--- src/rtl/sevenseg_scan_driver.sv ---
// Multiplexed 7-segment scanner: a prescaler walks a digit index across NDIGITS
// anodes, decoding the captured BCD shadow register into registered outputs.
module sevenseg_scan_driver #(
  parameter int NDIGITS    = 4,
  parameter int SCAN_DIV   = 1000,
  parameter int DEAD       = 16,
  parameter int ACTIVE_LOW = 1,
  parameter int LZS        = 0
) (
  input  logic                   clk,
  input  logic                   rst_n,
  input  logic [4*NDIGITS-1:0]   digits_in,
  input  logic                   load,
  input  logic                   blank,
  output logic [6:0]             seg,
  output logic [NDIGITS-1:0]     an,
  output logic                   slot_done
);

  localparam int CW = $clog2(SCAN_DIV);
  localparam int IW = (NDIGITS > 1) ? $clog2(NDIGITS) : 1;
  localparam logic AL = (ACTIVE_LOW != 0);
  // XOR masks: high-true patterns are flipped into the output polarity.
  localparam logic [6:0]         SEG_OFF = {7{AL}};
  localparam logic [NDIGITS-1:0] AN_OFF  = {NDIGITS{AL}};

  logic [CW-1:0]          cnt_q, cnt_d;
  logic [IW-1:0]          idx_q, idx_d;
  logic [4*NDIGITS-1:0]   shadow_q, shadow_d;
  logic [6:0]             seg_q, seg_d;
  logic [NDIGITS-1:0]     an_q, an_d;
  logic                   slot_done_q, slot_done_d;

  logic                   last_cnt;
  logic                   lit;
  logic                   zero_run;
  logic                   lz_supp;
  logic [3:0]             nib;
  logic [6:0]             glyph;
  logic [6:0]             seg_h;
  logic [NDIGITS-1:0]     an_h;

  always_ff @(posedge clk or negedge rst_n) begin
    if (!rst_n) begin
      cnt_q       <= '0;
      idx_q       <= '0;
      shadow_q    <= '0;
      seg_q       <= SEG_OFF;
      an_q        <= AN_OFF;
      slot_done_q <= 1'b0;
    end else begin
      cnt_q       <= cnt_d;
      idx_q       <= idx_d;
      shadow_q    <= shadow_d;
      seg_q       <= seg_d;
      an_q        <= an_d;
      slot_done_q <= slot_done_d;
    end
  end

  // Scan timing is free-running; load and blank never disturb it.
  always_comb begin
    last_cnt = (cnt_q == CW'(SCAN_DIV - 1));
    cnt_d    = last_cnt ? '0 : cnt_q + CW'(1);
    idx_d    = idx_q;
    if (last_cnt) begin
      idx_d = (idx_q == IW'(NDIGITS - 1)) ? '0 : idx_q + IW'(1);
    end
    shadow_d    = load ? digits_in : shadow_q;
    slot_done_d = last_cnt && (idx_q == IW'(NDIGITS - 1));
  end

  // Walk from the top nibble down so zero_run means "this and all higher are 0".
  always_comb begin
    nib      = 4'd0;
    lz_supp  = 1'b0;
    zero_run = 1'b1;
    an_h     = '0;
    lit      = !blank && (int'(cnt_q) >= DEAD);
    for (int k = NDIGITS - 1; k >= 0; k--) begin
      zero_run = zero_run && (shadow_q[4*k +: 4] == 4'd0);
      if (idx_q == IW'(k)) begin
        nib     = shadow_q[4*k +: 4];
        lz_supp = zero_run && (k != 0);
        an_h[k] = lit;
      end
    end
  end

  always_comb begin
    case (nib)
      4'd0:    glyph = 7'b1111110;
      4'd1:    glyph = 7'b0110000;
      4'd2:    glyph = 7'b1101101;
      4'd3:    glyph = 7'b1111001;
      4'd4:    glyph = 7'b0110011;
      4'd5:    glyph = 7'b1011011;
      4'd6:    glyph = 7'b1011111;
      4'd7:    glyph = 7'b1110000;
      4'd8:    glyph = 7'b1111111;
      4'd9:    glyph = 7'b1111011;
      default: glyph = 7'b0000000;
    endcase
    seg_h = (lit && !((LZS != 0) && lz_supp)) ? glyph : 7'b0000000;
    seg_d = seg_h ^ SEG_OFF;
    an_d  = an_h ^ AN_OFF;
  end

  assign seg       = seg_q;
  assign an        = an_q;
  assign slot_done = slot_done_q;

endmodule

--- config.mk ---
export PLATFORM = sky130hd
export DESIGN_NAME = sevenseg_scan_driver
export DESIGN_NICKNAME = d
export VERILOG_FILES = /design/src/rtl/sevenseg_scan_driver.sv
export SDC_FILE = /design/constraint.sdc
export NUM_CORES = 1
export LEC_CHECK = 0
export ABC_AREA = 1
export CORE_ASPECT_RATIO = 0.6
export CORE_MARGIN = 8
export CORE_UTILIZATION = 35
export DETAILED_ROUTE_END_ITERATION = 16
export GPL_ROUTABILITY_DRIVEN = 0
export PLACE_DENSITY = 0.61
export SLEW_MARGIN = 20
export SYNTH_ARGS = -nofsm -noshare
export SYNTH_HDL_FRONTEND = slang
export SYNTH_SLANG_ARGS = --single-unit
--- constraint.sdc ---
create_clock -name clk -period 2.6 [get_ports clk]
set_input_delay 0.52 -clock clk [delete_from_list [all_inputs] [get_ports clk]]
set_output_delay 0.52 -clock clk [all_outputs]
set_load 0.01 [all_outputs]
# Word level (Yosys, flattened, before mapping)
# Memory sizes are Yosys's and may differ from the RTL's.
# Index checks and enable logic that the tools add are counted.
# op_classes
bitwise	2
addsub	2
muxes	11
reduce_logical	4
eq_ne	4
magnitude_cmp	1
# ops
operator	n
$mux 4	4
$add 10x1->10 const B	1
$eq 10x10->1 const B	1
$ge 10x5->1 const B	1
$mux 10	1
$mux 7	1
$not 7->7	1
$eq 2x2->1 const B	2
$mux 1	4
$not 4->4	1
$add 2x1->2 const B	1
$eq 2x1->1 const B	1
$logic_and 1x1->1	2
$logic_not 2->1	1
$mux 2	1
$logic_not 1->1	1
# totals
n_memories	1
rom_bits	112
out_inout_bits	12
word_cells	31
in_bits	20
ff_bits	40
# mem_list
memory	words	width	read_ports	rd_ports_with_merged_regs	wr	line	rtl
(no name shown)	16	7	1	0	0	91	case (nib)

# Depth between registers and ports, before layout
# Gate-level depths: netlist (run 1).
# An unclocked memory read counts as a cell.
# depth
ltp_word	8
ltp_mapped	12
ltp_nobuf	12

# Least setup slack after synthesis (run 1)
# OpenSTA, ideal clock, no wires.
# synth_timing
path_type	register -> register
start	reg idx_q[0]
end	reg seg_q[3], in the netlist seg[3]
slack_ps	773
stages_incl_launch_ff	12
path_buffers	1
t_arrival_ps	1745
t_required_ps	2517
period_less_slack_ps	1827
setup_ps	83
cell_sequence	dfrtp_1 -> inv_1 -> ha_1 -> buf_4 -> a21oi_1 -> nand2_2 -> nand2_4 -> clkinv_1 -> ha_1 -> nand3b_1 -> nand3_1 -> nand2_1
# synth_between
elab_chain_cells	8
elab_cells_between_ends	11
cone_classes	eq/ne (3); mux (5); bitwise (1); reduce/logical (1); memory (1)
# synth_rtl
item	line	rtl
start: declaration	28	logic [IW-1:0] idx_q, idx_d;
start signal: assignment	53	idx_q <= idx_d;
$eq 2x2->1	82	if (idx_q == IW'(k)) begin
$mux 4 (3 in a row)	82	
$mux 4 (*)	82	
$mem_v2 16x7 (*)	n/a	
$mux 7 (*)	104	seg_h = (lit && !((LZS != 0) && lz_supp)) ? glyph : 7'b0000000;
$not 7->7 (no source line) (*)	n/a	
net seg_d[3]	30	logic [6:0] seg_q, seg_d;
end signal: assignment	55	seg_q <= seg_d;
end: declaration	30	
# Mark *: on every way through the listed nets, which the timed path passes. The rest lies on a longest branch.
# A chain may end at the register's enable or synchronous reset.

# Worst setup path in the final report (run 1)
# layout_timing
start	reg idx_q[1]
end	reg seg_q[3], in the netlist seg[3]
# Same word-level chain as after synthesis.

==> impl_metrics.json, run 1 <==
{
  "clock.fmax_ghz": 0.481,
  "hold_path.class": "input port to asynchronous set/reset pin",
  "maxCapViolCount": 0,
  "yosysUniqueCellTypes": 25,
  "drtAntennaViolNets": 0,
  "grtUsageMet2": 0.140,
  "cts_tree": "built",
  "combPwrFrac": 0.125,
  "crit_chain": "inv_1, ha_1, inv_1, nand3_1, nand2_2, nand2_4, clkinv_1, ha_1, nand3b_1, nand3_1, nand2_1",
  "finClkSkew_ns": 0.00942,
  "use_met3": 0.0413,
  "clkPwrFrac": 0.373,
  "post_cts_buffers": 0,
  "slew_viol_final": 0,
  "setup_viol": 0,
  "dp_hpwl_um": 2960,
  "max_stage_delay_ns": 0.40,
  "ys_warn_count": 0,
  "cp-end-kind": "register",
  "cts_buffer_depth": 2,
  "swShare": 0.238,
  "design_area_sq_mm": 0.00247,
  "holdBufCountCts": 0,
  "synth_nets": 241,
  "timing.final.crit_share": 0.799,
  "cts_resized": 0,
  "tightest_slew_ns": 0.873,
  "cp.arrival_ns": 2.29,
  "die_h_um": 74.4,
  "worstSetupPathType": "register to register",
  "ir_drop_mv": 0.227,
  "power_frac_seq": 0.502,
  "firstDrtPassIters": 4,
  "area_growth_pct": 24.5,
  "io_buffers": 31,
  "grt_pass1_wl_um": 6820,
  "track_usage": 0.101,
  "grt_max_degree": 41,
  "status": "finished, final reports clean",
  "grt_busiest_layer": "met1",
  "core_region_area_sq_mm": 0.00552,
  "initial_utilization": 0.360,
  "overflow": 0,
  "fin_ws_ns": 0.522,
  "p_int_w": 0.00104,
  "rows": 21,
  "vias": 1410,
  "cts_sinks": 40,
  "antenna_found_initial": 0,
  "drt_iter0_drc": 40,
  "crit_fanout": 8,
  "ios": 32,
  "worst_path_max_delay_cell": "dfrtp_1",
  "wl_per_cell_um": 12.3,
  "antenna_cells": 0,
  "placed_area_sq_mm": 0.00236,
  "avgSynthCellArea_sq_um": 9.47,
  "drcViolationCount": 0,
  "layout.nets": 276,
  "grt_pass1_vias": 1410,
  "crit_required_ns": 2.82,
  "met1_usage": 0.141,
  "hold_viol_final": 0,
  "synth_seq_cells": 40,
  "cts_buffers": 5,
  "min_period_ns": 2.08,
  "die_area_sq_mm": 0.00843,
  "cellLeakagePower_nw": 1.12,
  "p_switching_w": 0.000323,
  "power.density_mw_per_mm2": 550,
  "crit_path_start_kind": "register",
  "cts_root_buf": "clkbuf_8",
  "drive_above_1_share": 0.179,
  "syn_inst": 210,
  "grt_setup_unrepaired": "false",
  "fillers": 539,
  "crit_start": "idx_q[1]",
  "clk_latency_ns": 0.30,
  "pre_cts_ws_ns": 0.556,
  "via_per_inst": 4.48,
  "fin_tns_setup_ns": 0,
  "totalWireLength_um": 3890,
  "ctsHtreeMaxLevel": 2,
  "rr_startpoint": "idx_q[1]",
  "path_clk_slew_ns": 0.08,
  "die_w_um": 113,
  "seq_area_frac_synth": 0.510,
  "relSlewSlack": 0.418,
  "netlist_area_sq_mm": 0.00199
}
## power groups by stage
stage | registers, W | clock network [W] | logic (W)
2_1_floorplan | 0.000698 | 0 | 0.0000816
3_3_place_gp | 0.000695 | 0 | 0.000172
3_5_place_dp | 0.000696 | 0 | 0.000173
4_1_cts | 0.000684 | 0.000528 | 0.000173
5_1_grt | 0.000687 | 0.000554 | 0.000192
6_report | 0.000684 | 0.000507 | 0.000170
## stage by stage
step	utilization	hold slack, ns	power (W)	std cells
after floorplan	-	0.224	0.000780	210
after global placement	0.428	0.499	0.000866	307
after detailed placement	0.428	0.498	0.000868	307
after CTS	0.449	0.365	0.00138	315
after global routing	0.449	0.409	0.00143	315
final	0.449	0.333	0.00136	315
## sequential cells by signal, summed over array words and instances (netlist names)
| register | cells |
|---|---|
| slot_done | 1 |
| an | 4 |
| shadow_q | 16 |
| cnt_q | 10 |
| seg | 7 |
| idx_q | 2 |
## critical path: cells and delay by family, from the launching register on
family | cells | cell delay, ns
fa+ha+maj | 2 | 0.65
buf+inv | 3 | 0.34
flops | 1 | 0.40
simple gates | 6 | 0.61
## logic make-up after synthesis
| kind of cell | after synthesis | share of synthesized area |
|---|---|---|
| and+or+nand+nor | 92 | 0.217 |
| AOI/OAI and AO/OA | 24 | 0.0724 |
| buffers and inverters | 30 | 0.0610 |
| DFF | 40 | 0.510 |
| adders and majority gates | 11 | 0.0692 |
| xor gates and xnor gates | 3 | 0.0132 |
| muxes | 10 | 0.0566 |
## area by class of cell
type / instances / area [sq um] / area share
inverters: 26 / 97.6 / 0.0394
flip-flops and latches: 40 / 1010 / 0.410
repair buffers: 32 / 313 / 0.126
clock buffers: 5 / 68.8 / 0.0278
well taps: 69 / 86.3 / 0.0349
clock inverters: 3 / 42.5 / 0.0172
multi-input cells: 140 / 852 / 0.344
## metal layers
layer  vias up  routed length [um]
met5         -                   0
met4         0                  21
met3         3                 256
met2        31                1490
met1       638                2120
li1        738                   -
## cell usage after synthesis
cell	number	area (sq um)
nand2_2	3	18.8
o21ai_0	10	50.1
nor2_1	16	60.1
buf_4	2	15.0
dfstp_2	11	289
clkbuf_1	1	3.75
inv_1	23	86.3
nand3_2	1	10.0
xor2_1	3	26.3
nand2_1	46	173
nor3_2	1	10.0
nand3b_1	3	22.5
ha_1	11	138
buf_2	1	5.00
nor3_1	2	10.0
dfrtp_1	29	726
nand3_1	14	70.1
a21oi_1	11	55.1
a31oi_1	1	6.26
nand4_1	2	12.5
mux2_2	10	113
inv_2	2	7.51
nand2_4	4	45.0
a21oi_4	2	32.5
clkinv_1	1	3.75
## worst paths after layout
check | end | slack, ns | cells past startpoint
worst max-delay path | seg[3] | 0.52 | 11
worst min-delay path | cnt_q[8] | 0.33 | 1
worst max register to register | seg[3] | 0.52 | 11
worst min register to register | cnt_q[0] | 0.51 | 1
max in group asynchronous | shadow_q[2] | 1.71 | 1
min in group clk | cnt_q[0] | 0.51 | 1
## cell usage in the layout, fill, tap and decap left out, types with 2 or more instances in the layout
cell type and n:
clkdlybuf4s50_1 30, nand3b_1 3, nand2_2 3, o21ai_0 10, nor2_1 16, dfstp_2 11
inv_1 23, xor2_1 3, inv_2 2, nand3_1 14, clkbuf_8 5, nand4_1 2
a21oi_1 11, ha_1 11, a21oi_4 2, nor3_1 2, nand2_1 46, dfrtp_1 29
mux2_2 10, nand2_4 4
Power figures use the tool's default switching activity.
==> inputs of run 2 (changes only) <==
--- a/config.mk
+++ b/config.mk
@@ -11,7 +11,7 @@
 export CORE_UTILIZATION = 35
 export DETAILED_ROUTE_END_ITERATION = 16
 export GPL_ROUTABILITY_DRIVEN = 0
-export PLACE_DENSITY = 0.61
+export PLACE_DENSITY = 0.63
 export SLEW_MARGIN = 20
 export SYNTH_ARGS = -nofsm -noshare
 export SYNTH_HDL_FRONTEND = slang
==> constraint.sdc (replaced) <==
create_clock -name clk -period 1.7 [get_ports clk]
set_input_delay 0.34 -clock clk [delete_from_list [all_inputs] [get_ports clk]]
set_output_delay 0.34 -clock clk [all_outputs]
set_load 0.01 [all_outputs]
==> run 2 against run 1 <==
Register-to-register slack worse by 0.55 ns. Flip-flop and latch count unchanged. Die area unchanged. The run now ends with setup timing left. Global-route usage up 1.2 points. Clock skew down 0.0036 ns. Worst hold slack worse by 0.25 ns. Highest routed layer unchanged. Non-clock buffer count up 21.
==> impl_metrics.json, run 2 (synthesis gave the netlist of run 1 again) <==
{
  "status": "finished with violations",
  "violations": "setup timing",
  "cts_root_buf": "clkbuf_8",
  "area_growth_pct": 40.1,
  "die_w_um": 113,
  "final_common_cell": "nand2_1",
  "via_per_inst": 4.52,
  "tightest_slew_ns": 0.492,
  "rows": 21,
  "totalWireLength_um": 4360,
  "ios": 32,
  "drtAntennaViolNets": 0,
  "largest_register_ffs": 16,
  "relSlewSlack": 0.672,
  "layout.cells.most_common_list": "40 x nand2_1, 29 x dfrtp_1, 19 x inv_1, 19 x clkdlybuf4s50_1, 19 x buf_4",
  "clock.fmax_ghz": 0.579,
  "overflow": 0,
  "layout.nets": 297,
  "holdBufCountCts": 0,
  "grt_setup_unrepaired": "true",
  "timing.final.crit_share": 1.02,
  "fillers": 520,
  "slew_viol_final": 0,
  "initial_utilization": 0.360,
  "design_area_sq_mm": 0.00279,
  "postLayoutCoreUtil": 0.505,
  "antenna_found_initial": 0,
  "firstDrtPassIters": 4,
  "crit_required_ns": 1.92,
  "core_region_area_sq_mm": 0.00552,
  "cp.arrival_ns": 1.95,
  "die_h_um": 74.4,
  "grt_max_degree": 41,
  "ctsHtreeMaxLevel": 2,
  "wl_per_cell_um": 13.0,
  "regMostFlops": "shadow_q",
  "cp-end-kind": "register",
  "maxCapViolCount": 0,
  "dp_hpwl_um": 3210,
  "setup_viol": 2,
  "min_period_ns": 1.73,
  "cts_tree": "built",
  "track_usage": 0.114,
  "grt_pass1_wl_um": 7420,
  "cts_buffers": 5,
  "final_cells": 336,
  "ir_drop_mv": 0.316,
  "rrSetupSlack_ns": -0.03,
  "path_clk_slew_ns": 0.08,
  "cts_buffer_depth": 2,
  "worstSetupPathType": "register to register",
  "grt_pass1_vias": 1546,
  "crit_path_start_kind": "register",
  "drt_iter0_drc": 53,
  "pre_cts_ws_ns": -0.0591,
  "cts_sinks": 40,
  "vias": 1519,
  "placed_area_sq_mm": 0.00251,
  "power.density_mw_per_mm2": 742,
  "io_buffers": 31,
  "clk_latency_ns": 0.30,
  "cellLeakagePower_nw": 1.25,
  "crit_fanout": 6,
  "drive_above_1_share": 0.337,
  "die_area_sq_mm": 0.00843,
  "hold_viol_final": 0,
  "antenna_cells": 0,
  "fin_ws_ns": -0.0260,
  "drcViolationCount": 0,
  "hold_path.class": "input port to asynchronous set/reset pin",
  "finClkSkew_ns": 0.00579,
  "fin_tns_setup_ns": -0.0507,
  "dpl.cell_count": 316
}
-- run 2: path summary, 6_finish.rpt --
path                              from  cells after the start            to
max                           idx_q[1]                     11        seg[3]
min                              rst_n                      2  shadow_q[12]
max reg2reg                   idx_q[1]                     11        seg[3]
min reg2reg                shadow_q[3]                      1   shadow_q[3]
max in group asynchronous        rst_n                      2         an[1]
min in group clk           shadow_q[3]                      1   shadow_q[3]
-- run 2: final cells by class --
| cell class | instances | area [sq um] | share of cell area |
|---|---|---|---|
| clock inverter | 1 | 5.00 | 0.00180 |
| timing repair buffer | 53 | 495 | 0.178 |
| clock buffer | 7 | 97.6 | 0.0350 |
| multi-input combinational | 140 | 976 | 0.350 |
| sequential | 40 | 1010 | 0.364 |
| inverter | 26 | 110 | 0.0395 |
| tap | 69 | 86.3 | 0.0310 |
-- run 2: worst max-delay path: stages, from the launching register on --
cell,delay (ns)
dfrtp_1,0.44
inv_2,0.14
ha_4,0.22
inv_4,0.05
nand3_2,0.07
nand2_2,0.06
nand2_4,0.10
clkinv_4,0.07
ha_4,0.20
nand3b_1,0.17
nand3_1,0.08
nand2_1,0.06
-- run 2: metal layers --
layer,up-vias,wire length [um],track usage,part of all wire
li1,782,-,-,-
met1,692,2360,0.157,0.54
met2,37,1670,0.155,0.38
met3,8,278,0.0446,0.064
met4,0,55,0.0425,0.013
met5,-,0,0,0
-- run 2: what timing repair did --
action / 4_1_cts / 5_1_grt
pin swaps: 10 / 16
gates cloned: 0 / 0
endpoints found under the setup margin: 9 / 12
buffers inserted: 8 / 5
gates resized for setup: 13 / 20
-- run 2: metrics by stage --
stage	hold WS [ns]	total power (W)
floorplan	0.0444	0.00120
global placement	0.432	0.00134
detailed placement	0.435	0.00135
CTS	0.108	0.00208
global route	0.128	0.00218
finish	0.0872	0.00207
-- run 2: where the power goes --
| part | internal (W) | total [W] | switching, W | leakage (nW) |
|---|---|---|---|---|
| Sequential | 0.00102 | 0.00105 | 0.0000271 | 0.473 |
| Combinational | 0.000154 | 0.000302 | 0.000148 | 0.720 |
| Clock | 0.000377 | 0.000715 | 0.000338 | 0.0534 |
==> inputs of run 3 (changes only) <==
--- a/config.mk
+++ b/config.mk
@@ -11,8 +11,7 @@
 export CORE_UTILIZATION = 35
 export DETAILED_ROUTE_END_ITERATION = 16
 export GPL_ROUTABILITY_DRIVEN = 0
-export PLACE_DENSITY = 0.63
-export SLEW_MARGIN = 20
+export SKIP_CTS_REPAIR_TIMING = 1
 export SYNTH_ARGS = -nofsm -noshare
 export SYNTH_HDL_FRONTEND = slang
 export SYNTH_SLANG_ARGS = --single-unit
==> run 3 against run 2 <==
The flow still finishes with violations (setup timing). Sequential share of layout area increased by 0.84 points. Clock power decreased by 14%. Die area unchanged. Register-to-register slack about the same. First-iteration DRC count unchanged. Cell count decreased by 2.1%. Critical endpoint unchanged. Largest cell class unchanged. Largest power group unchanged. Highest routed layer unchanged.
==> impl_metrics.json, run 3 (synthesis gave the netlist of run 1 again) <==
{
  "status": "finished with violations",
  "violations": "setup timing",
  "tightest_slew_ns": 0.493,
  "p_int_w": 0.00146,
  "setup_viol": 1,
  "min_period_ns": 1.73,
  "largest_register_ffs": 16,
  "power.density_mw_per_mm2": 711,
  "cts_root_buf": "clkbuf_8",
  "cts_buffers": 5,
  "use_met3": 0.0381,
  "crit_fanout": 6,
  "regMostFlops": "shadow_q",
  "cts_sinks": 40,
  "ios": 32,
  "cellLeakagePower_nw": 1.21,
  "hold_viol_final": 0,
  "swShare": 0.248,
  "power_frac_seq": 0.538,
  "dp_hpwl_um": 3030,
  "layout.cells.most_common_list": "38 x nand2_1, 27 x dfrtp_1, 22 x clkdlybuf4s50_1",
  "die_h_um": 74.4,
  "met1_usage": 0.158,
  "firstDrtPassIters": 4,
  "seqCellArea_sq_mm": 0.00102,
  "grt_setup_unrepaired": "true",
  "ctsHtreeMaxLevel": 2,
  "ir_drop_mv": 0.378,
  "design_area_sq_mm": 0.00273,
  "fin_ws_ns": -0.0328,
  "fillers": 518,
  "cp.arrival_ns": 1.95,
  "multi_input_area_sq_um": 966,
  "slew_viol_final": 0,
  "io_buffers": 31,
  "track_usage": 0.105,
  "initial_utilization": 0.360,
  "vias": 1495,
  "p_switching_w": 0.000482,
  "clock.fmax_ghz": 0.577,
  "layout.nets": 290,
  "via_per_inst": 4.54,
  "finClkSkew_ns": 0.00448,
  "crit_required_ns": 1.92,
  "hold_path.class": "input port to asynchronous set/reset pin",
  "worstSetupPathType": "register to register",
  "drcViolationCount": 0,
  "cp-end-kind": "register",
  "drt_iter0_drc": 53,
  "placed_area_sq_mm": 0.00253,
  "path_clk_slew_ns": 0.08,
  "rows": 21,
  "die_w_um": 113,
  "die_area_sq_mm": 0.00843,
  "drtAntennaViolNets": 0,
  "relSlewSlack": 0.669,
  "antenna_cells": 0,
  "overflow": 0,
  "grt_pass1_vias": 1399,
  "final_common_cell": "nand2_1",
  "cts_buffer_depth": 2,
  "grt_max_degree": 41,
  "area_growth_pct": 37.3,
  "grt_pass1_wl_um": 6930,
  "drive_above_1_share": 0.315,
  "grtUsageMet2": 0.125,
  "core_region_area_sq_mm": 0.00552,
  "cts_tree": "built",
  "clkPwrFrac": 0.316,
  "maxCapViolCount": 0,
  "hold_ws_ns": 0.00747,
  "grt_busiest_layer": "met1",
  "crit_path_start_kind": "register",
  "wl_per_cell_um": 12.6,
  "combPwrFrac": 0.146,
  "totalWireLength_um": 4130,
  "antenna_found_initial": 0,
  "timing.final.crit_share": 1.02,
  "clk_latency_ns": 0.29
}
run 3: changes by cell type in the layout (fill, tap and decap cells not counted), moves of 2 or more:
cell	delta
dfrtp_1	-2
nand2_1	-2
dlygate4sd2_1	-6
clkbuf_1	+2
dfrtp_2	+2
buf_4	-7
clkdlybuf4s50_1	+3
dlymetal6s2s_1	+3
a21oi_1	+2
a21oi_2	-2
run 3: final cells by class:
cell class / instances / area share
flip-flops and latches: 40 / 0.373
well taps: 69 / 0.0316
repair buffers: 46 / 0.171
clock buffers: 8 / 0.0293
multi-input cells: 140 / 0.354
inverters: 26 / 0.0413
run 3: worst max-delay path, stage by stage, from the launching register on:
cell      delay, ns
dfrtp_2        0.47
inv_4          0.10
ha_4           0.18
inv_2          0.06
nand3_2        0.07
nand2_2        0.06
nand2_4        0.09
clkinv_4       0.07
ha_4           0.23
nand3b_1       0.17
nand3_1        0.09
nand2_1        0.05
run 3: stage by stage:
stage	power, W	utilization	TNS, ns	std cells	worst slack (ns)
floorplan	0.00120	-	0	210	0.00530
global placement	0.00134	0.458	-0.106	317	-0.0426
detailed placement	0.00134	0.458	-0.129	317	-0.0664
CTS	0.00196	0.473	-0.168	325	-0.0735
global route	0.00205	0.495	-0.345	329	-0.120
finish	0.00194	0.495	-0.0328	329	-0.0328
run 3: power by group through the flow:
stage	logic (W)	clock network, W	registers (W)
floorplan	0.000130	0	0.00107
global placement	0.000280	0	0.00106
detailed placement	0.000279	0	0.00106
CTS	0.000280	0.000635	0.00105
global route	0.000319	0.000676	0.00105
finish	0.000283	0.000613	0.00104
run 3: final timing paths:
check | start | end | slack (ns) | cells past startpoint
min in group clk | shadow_q[3] | shadow_q[3] | 0.52 | 1
worst max-delay path | idx_q[1] | seg[3] | -0.03 | 11
worst min register to register | shadow_q[3] | shadow_q[3] | 0.52 | 1
worst max register to register | idx_q[1] | seg[3] | -0.03 | 11
max in group asynchronous | rst_n | seg[3] | 1.44 | 2
worst min-delay path | rst_n | cnt_q[3] | 0.007 | 2
run 3: layer usage:
| layer | up-vias | routed length, um |
|---|---|---|
| met4 | 0 | 63 |
| met3 | 5 | 292 |
| met5 | - | 0 |
| li1 | 771 | - |
| met1 | 680 | 2280 |
| met2 | 39 | 1500 |
